===== config.mk =====
export PLATFORM = sky130hd
export DESIGN_NAME = mfp_ahb_gpio_out_bank
export DESIGN_NICKNAME = d
export VERILOG_FILES = /design/src/rtl/mfp_ahb_gpio_out_bank.sv
export SDC_FILE = /design/constraint.sdc
export NUM_CORES = 1
export LEC_CHECK = 0
export CAP_MARGIN = 0
export CORE_ASPECT_RATIO = 0.8
export CORE_MARGIN = 1.5
export CORE_UTILIZATION = 49
export DETAILED_ROUTE_END_ITERATION = 16
export DONT_BUFFER_PORTS = 1
export GPL_TIMING_DRIVEN = 0
export PLACE_DENSITY = 0.66
export SKIP_CTS_REPAIR_TIMING = 1
export SYNTH_ARGS = -nofsm -noshare
export SYNTH_HDL_FRONTEND = slang
export SYNTH_SLANG_ARGS = --single-unit

===== constraint.sdc =====
create_clock -name HCLK -period 2.24 [get_ports HCLK]
set_input_delay 0.224 -clock HCLK [delete_from_list [all_inputs] [get_ports HCLK]]
set_output_delay 0.224 -clock HCLK [all_outputs]
set_load 0.005 [all_outputs]

===== src/rtl/mfp_ahb_gpio_out_bank.sv =====
// mfp_ahb_gpio_out_bank: AHB-Lite output port bank with DATA/SET/CLR/TOG registers and optional PULSE (MFP_GPIO_OUT_PULSE_EN)
module mfp_ahb_gpio_out_bank #(
   parameter int                NUM_PORTS    = 4,
   parameter int                PORT_W       = 16,
   parameter logic [PORT_W-1:0] RESET_VAL    = '0,
   parameter logic [15:0]       PULSE_CYCLES = 16'd8
) (
   input  logic                        HCLK,
   input  logic                        HRESET,
   input  logic [31:0]                 HADDR,
   input  logic [2:0]                  HBURST,
   input  logic                        HMASTLOCK,
   input  logic [3:0]                  HPROT,
   input  logic [2:0]                  HSIZE,
   input  logic                        HSEL,
   input  logic [1:0]                  HTRANS,
   input  logic [31:0]                 HWDATA,
   input  logic                        HWRITE,
   output logic [31:0]                 HRDATA,
   output logic                        HREADY,
   output logic                        HRESP,
   input  logic                        SI_Endian,
   output logic [NUM_PORTS*PORT_W-1:0] port_out
);
   logic                valid_q, write_q;
   logic [7:0]          addr_q;
   logic [2:0]          size_q;
   logic [3:0]          lanes;
   logic [31:0]         lmask;
   logic [PORT_W-1:0]   wm, rd;
   logic [2:0]          psel, rsel;
   logic                wr;
   logic [NUM_PORTS-1:0] hit;
   logic [PORT_W-1:0]   d_q [NUM_PORTS];
   logic [PORT_W-1:0]   d_d [NUM_PORTS];
   logic [PORT_W-1:0]   pm  [NUM_PORTS];
   logic                unused;

   assign HREADY = 1'b1;
   assign HRESP  = 1'b0;
   assign unused = ^{HBURST, HMASTLOCK, HPROT, SI_Endian, HADDR[31:8], HTRANS[0], HWDATA, lmask};
   assign psel   = addr_q[7:5];
   assign rsel   = addr_q[4:2];
   assign wr     = valid_q && write_q;

   // capture the address phase; reset discards any transfer in flight
   always_ff @(posedge HCLK) begin
      if (HRESET) begin
         valid_q <= 1'b0;
         write_q <= 1'b0;
         addr_q  <= '0;
         size_q  <= '0;
      end else begin
         valid_q <= HSEL && HTRANS[1];
         write_q <= HWRITE;
         addr_q  <= HADDR[7:0];
         size_q  <= HSIZE;
      end
   end

   // byte-lane mask from captured size/address, masked write data and per-port hit
   always_comb begin
      lanes = (size_q == 3'd0) ? (4'b0001 << addr_q[1:0]) :
              (size_q == 3'd1) ? (addr_q[1] ? 4'b1100 : 4'b0011) : 4'b1111;
      lmask = {{8{lanes[3]}}, {8{lanes[2]}}, {8{lanes[1]}}, {8{lanes[0]}}};
      wm    = HWDATA[PORT_W-1:0] & lmask[PORT_W-1:0];
      hit   = '0;
      for (int p = 0; p < NUM_PORTS; p++) hit[p] = wr && (32'(psel) == p);
   end

   // next DATA value for each port
   always_comb begin
      d_d = d_q;
      for (int p = 0; p < NUM_PORTS; p++)
         d_d[p] = !hit[p]       ? d_q[p] :
                  rsel == 3'd0  ? (d_q[p] & ~lmask[PORT_W-1:0]) | wm :
                  rsel == 3'd1  ? d_q[p] | wm :
                  rsel == 3'd2  ? d_q[p] & ~wm :
                  rsel == 3'd3  ? d_q[p] ^ wm : d_q[p];
   end

   // DATA registers
   always_ff @(posedge HCLK) begin
      if (HRESET) for (int p = 0; p < NUM_PORTS; p++) d_q[p] <= RESET_VAL;
      else d_q <= d_d;
   end

`ifdef MFP_GPIO_OUT_PULSE_EN
   logic [PORT_W-1:0] pm_q [NUM_PORTS];
   logic [15:0]       c_q  [NUM_PORTS];

   // pulse mask and down-counter per port; a non-zero write retriggers all active bits
   always_ff @(posedge HCLK) begin
      for (int p = 0; p < NUM_PORTS; p++) begin
         if (HRESET) begin
            pm_q[p] <= '0;
            c_q[p]  <= '0;
         end else if (hit[p] && rsel == 3'd4 && wm != '0) begin
            pm_q[p] <= pm_q[p] | wm;
            c_q[p]  <= PULSE_CYCLES;
         end else if (c_q[p] != 16'd0) begin
            c_q[p] <= c_q[p] - 16'd1;
            if (c_q[p] == 16'd1) pm_q[p] <= '0;
         end
      end
   end

   // expose the pulse mask
   always_comb begin
      pm = pm_q;
   end
`else
   // no pulse hardware: mask is constant zero
   always_comb begin
      for (int p = 0; p < NUM_PORTS; p++) pm[p] = '0;
   end
`endif

   // read mux from the captured address, zero for writes, idle and holes
   always_comb begin
      rd = '0;
      for (int p = 0; p < NUM_PORTS; p++)
         if (32'(psel) == p) rd = rsel <= 3'd3 ? d_q[p] : rsel == 3'd4 ? pm[p] : '0;
      HRDATA = (valid_q && !write_q) ? 32'(rd) : 32'h0;
   end

   genvar g;
   generate
      for (g = 0; g < NUM_PORTS; g++) begin : g_out
         assign port_out[g*PORT_W +: PORT_W] = d_q[g] | pm[g];
      end
   endgenerate
endmodule

==> After elaboration in Yosys (flattened, before gate mapping) <==
Cells that the tools add are included.
{ "word_totals": {"wordCells": 84, "out_inout_bits": 98, "ff_bits": 77, "in_bits": 82} }
{ "op_classes": {"shifts": 1, "n_mux": 28, "n_bitwise": 23, "magnitude_cmp": 1, "n_eq_ne": 7, "n_reduce_logical": 16} }
{ "op_table": {"columns": ["operator", "n"], "rows": [
  ["two-way mux 16 bit", 25],
  ["AND 16 bit", 9],
  ["OR 16 bit", 8],
  ["XOR 16 bit", 4],
  ["NOT 16 bit", 2],
  ["== test 3 x 2 -> 1 bit (second input constant)", 4],
  ["== test 3 x 1 -> 1 bit (second input constant)", 3],
  ["zero test 3 bit", 3],
  ["AND reduction 2 bit", 4],
  ["logical AND 1 bit", 7],
  ["two-way mux 2 bit", 3],
  ["nonzero test 4 bit", 1],
  ["<= comparator 3 x 2 -> 1 bit (second input constant)", 1],
  ["<< shifter 1 x 2 -> 2 bit (first input constant)", 1],
  ["zero test 1 bit", 1]
]} }

==> Logic depth before layout (Yosys ltp) <==
{ "depth": {"depth_word": 9, "depth_mapped": 9, "depth_no_buf": 8} }

==> Worst setup path before layout <==
Ideal clock, no wire load.
{ "synth_timing": {"kind": "reg2reg", "start": "register addr_q[0]", "end": "register with a tool-made name", "t_required_ns": 2.098, "setup_ns": 0.142, "arrival_ns": 2.057, "path_buffers": 1, "stages_incl_launch_ff": 9, "synth_period_minus_slack_ns": 2.199, "slack_ns": 0.041, "path_cell_list": "dfxtp_1 > nor2b_1 > clkbuf_1 > o21ai_1 > nand2_1 > ha_1 > a22o_1 > a221oi_1 > a311oi_1"} }
{ "synth_rtl": {"columns": ["element", "line_no", "text"], "rows": [
  ["start, declared", "26", "logic [7:0] addr_q;"],
  ["start signal, assigned", "56", "addr_q <= HADDR[7:0];"]
]} }

==> run metrics <==
clock root cell=clkbuf_16; pwr dens=484 nW/um2; CP Launch Type=flip-flop; largest area contributor in the netlist=ha_1; hold depth=1; Area Growth Syn to Fin=15.8%; via count=7236; Worst Path Max Fanout=8; final hold violation count=5; Async S/R FF share, synth=0; CP Class=reg -> reg; CP Capture Type=flip-flop; drc violations=0; simple-gate share of the synthesized area=0.118; Tightest Pin Transition=1040 ps; chip height=111 um; min Tclk post-route=2260 ps; Distinct cells, synth=44; Synth Area in Adders=0.222; initial antenna violation count=0; failing checks=negative hold slack, negative setup slack; global-route wire length before repair=40.0 mm; post-DP HPWL=19.2 mm; share of the synthesized area in the top cell type=0.222; vias in the first global route=6616; final WL=26.9 mm; Rel. slew slack=0.299; CTS tree=built; max-slew violations=0; Final Skew=9.19 ps; Nets=1159; Syn Inst Count=905; worst ir drop on vdd=0.372 mV; Synth Flop Type=dfxtp_1; family with the most delay on the worst path=compound AO/OA/AOI/OAI gates; largest net degree at the start of global routing=14; Lkg Pwr=3.10 nW; RSZ-0062 raised after global routing=true; slowest cell on the critical path=o21ai_4; die width=139 um; clock buffer depth=2; share of cells above drive strength 1=0.135; Fillers=1356; Compound-Gate Fraction of Synth Area=0.321; die area=15500 um2; Final setup viols=3; Ports=180; Buf/Inv on CP=1; GPL Wtd Cong=0.957; Levels on crit path=7; initial DRC count=847; MaxCap Viol Count=0; main combinational cell family by area after synthesis=compound AO/OA/AOI/OAI gates; clk slew on worst S/H paths=70 ps; GRT Total Usage=0.339; Synth Area per Inst=7.96 um2; Overall Power=0.00404 W; crit share post-route=1.01; largest cells by area after synthesis=ha_1 22%, dfxtp_1 21%, a21oi_1 6.7%; initial core utilization=0.502; Antenna Nets Post-Route=0; achievable frequency=442 MHz; drt pass-1 iters=5; Hold/Removal Path Class=in -> reg; top-count cell post-synth=ha_1; # port buffers=0; top post-synthesis cells by count=128 x ha_1, 106 x inv_1, 97 x a21oi_1; pre-CTS setup slack=-594 ps; Yosys Warn Count=0; Vias/cell=6.35; Data arrival, critical path=2470 ps; status=finished, violations left; Core ar.=14300 um2; clk sinks=77; multi-input logic area=5110 um2; Worst Hold Slack=-7.11 ps; Setup WS post-layout=-23.5 ps; post-synthesis register bit count=77; xor-xnor portion of the synthesized cell area=0; Worst path max stage delay=460 ps; Final Util=0.582; Req. time, crit path=2440 ps; Reg2Reg Depth=7; Worst-Skew Late Latency=360 ps; Mapped Area=7210 um2; Routed wire per std cell=23.6 um; FP Rows=39; Post-synth EDFFs=0; CTS H-tree lvls=3; TritonCTS Buffers=9; register area=1550 um2; total global routing overflow=0; cell chain of the critical path=buf_8, o21ai_4, nand2_4, ha_4, a22o_1, a221oi_1, a311oi_1; mux cell area share after synthesis=0; sequential share of the synthesized area=0.214
==> where the power goes <==
group          total [W]  internal [W]  leakage [nW]  switching (W)
logic           0.000962      0.000353          2.32       0.000610
clock network    0.00167       0.00100         0.158       0.000663
registers        0.00141       0.00139         0.624      0.0000205
total            0.00404       0.00274          3.10        0.00129
==> worst register-to-register path, stage by stage (launching register included) <==
cell      delay, ps
dfxtp_4         370
buf_8           140
o21ai_4         460
nand2_4         250
ha_4            290
a22o_1          220
a221oi_1        250
a311oi_1        130
==> layout by cell type (no fill, tap or decap), types with 11 or more instances in the layout <==
| cell | count |
|---|---|
| a21oi_1 | 97 |
| a22o_1 | 13 |
| dfxtp_1 | 76 |
| and3_1 | 41 |
| o32a_1 | 42 |
| inv_1 | 106 |
| clkbuf_2 | 11 |
| a211oi_1 | 33 |
| nor2b_1 | 13 |
| buf_4 | 28 |
| conb_1 | 18 |
| o21ai_0 | 49 |
| o22ai_1 | 16 |
| nor3_1 | 11 |
| clkbuf_1 | 45 |
| ha_1 | 121 |
| a311oi_1 | 13 |
| nand2_4 | 14 |
| nor2_1 | 64 |
==> worst paths after layout <==
check / end / start / slack (ps)
min: size_q[2] / HSIZE[2] / -7
min reg2reg: flip-flop / flip-flop / 580
max reg2reg: flip-flop / addr_q[1] / -20
max: flip-flop / addr_q[1] / -20
==> cell families (layout without fill, tap and decap cells) <==
group                    count (synthesis)  after routing
AND/OR/NAND/NOR                        166            166
buffers and inverters                  204            237
adder cells (fa/ha/maj)                128            128
other                                    2             19
AO/OA/AOI/OAI                          328            328
flip-flops                              77             77
==> final cells by class <==
type | instances | share of cell area
Clock buffer | 10 | 0.0286
Buffer | 96 | 0.0649
Sequential cell | 77 | 0.185
Antenna cell | 1 | 0.000300
Inverter | 107 | 0.0481
Timing Repair Buffer | 18 | 0.0225
Tap cell | 184 | 0.0276
Multi-Input combinational cell | 640 | 0.613
Clock inverter | 6 | 0.0103
==> layer usage <==
layer / routed length, um / global-route usage / vias to the layer above
li1: - / - / 3343
met1: 11500 / 0.473 / 3407
met2: 11300 / 0.485 / 428
met3: 3440 / 0.115 / 58
met4: 757 / 0.121 / 0
met5: 0 / 0 / -
==> stage by stage <==
stage | cell area (um2) | cells | TNS [ps]
after detailed placement | 7500 | 1106 | -33300
after CTS | 7830 | 1122 | -38870
after floorplan | 7270 | 921 | 0
after global routing | 8350 | 1138 | -529
after global placement | 7500 | 1105 | -30200
final | 8350 | 1139 | -37.0
(Power assumes the default switching activity.)
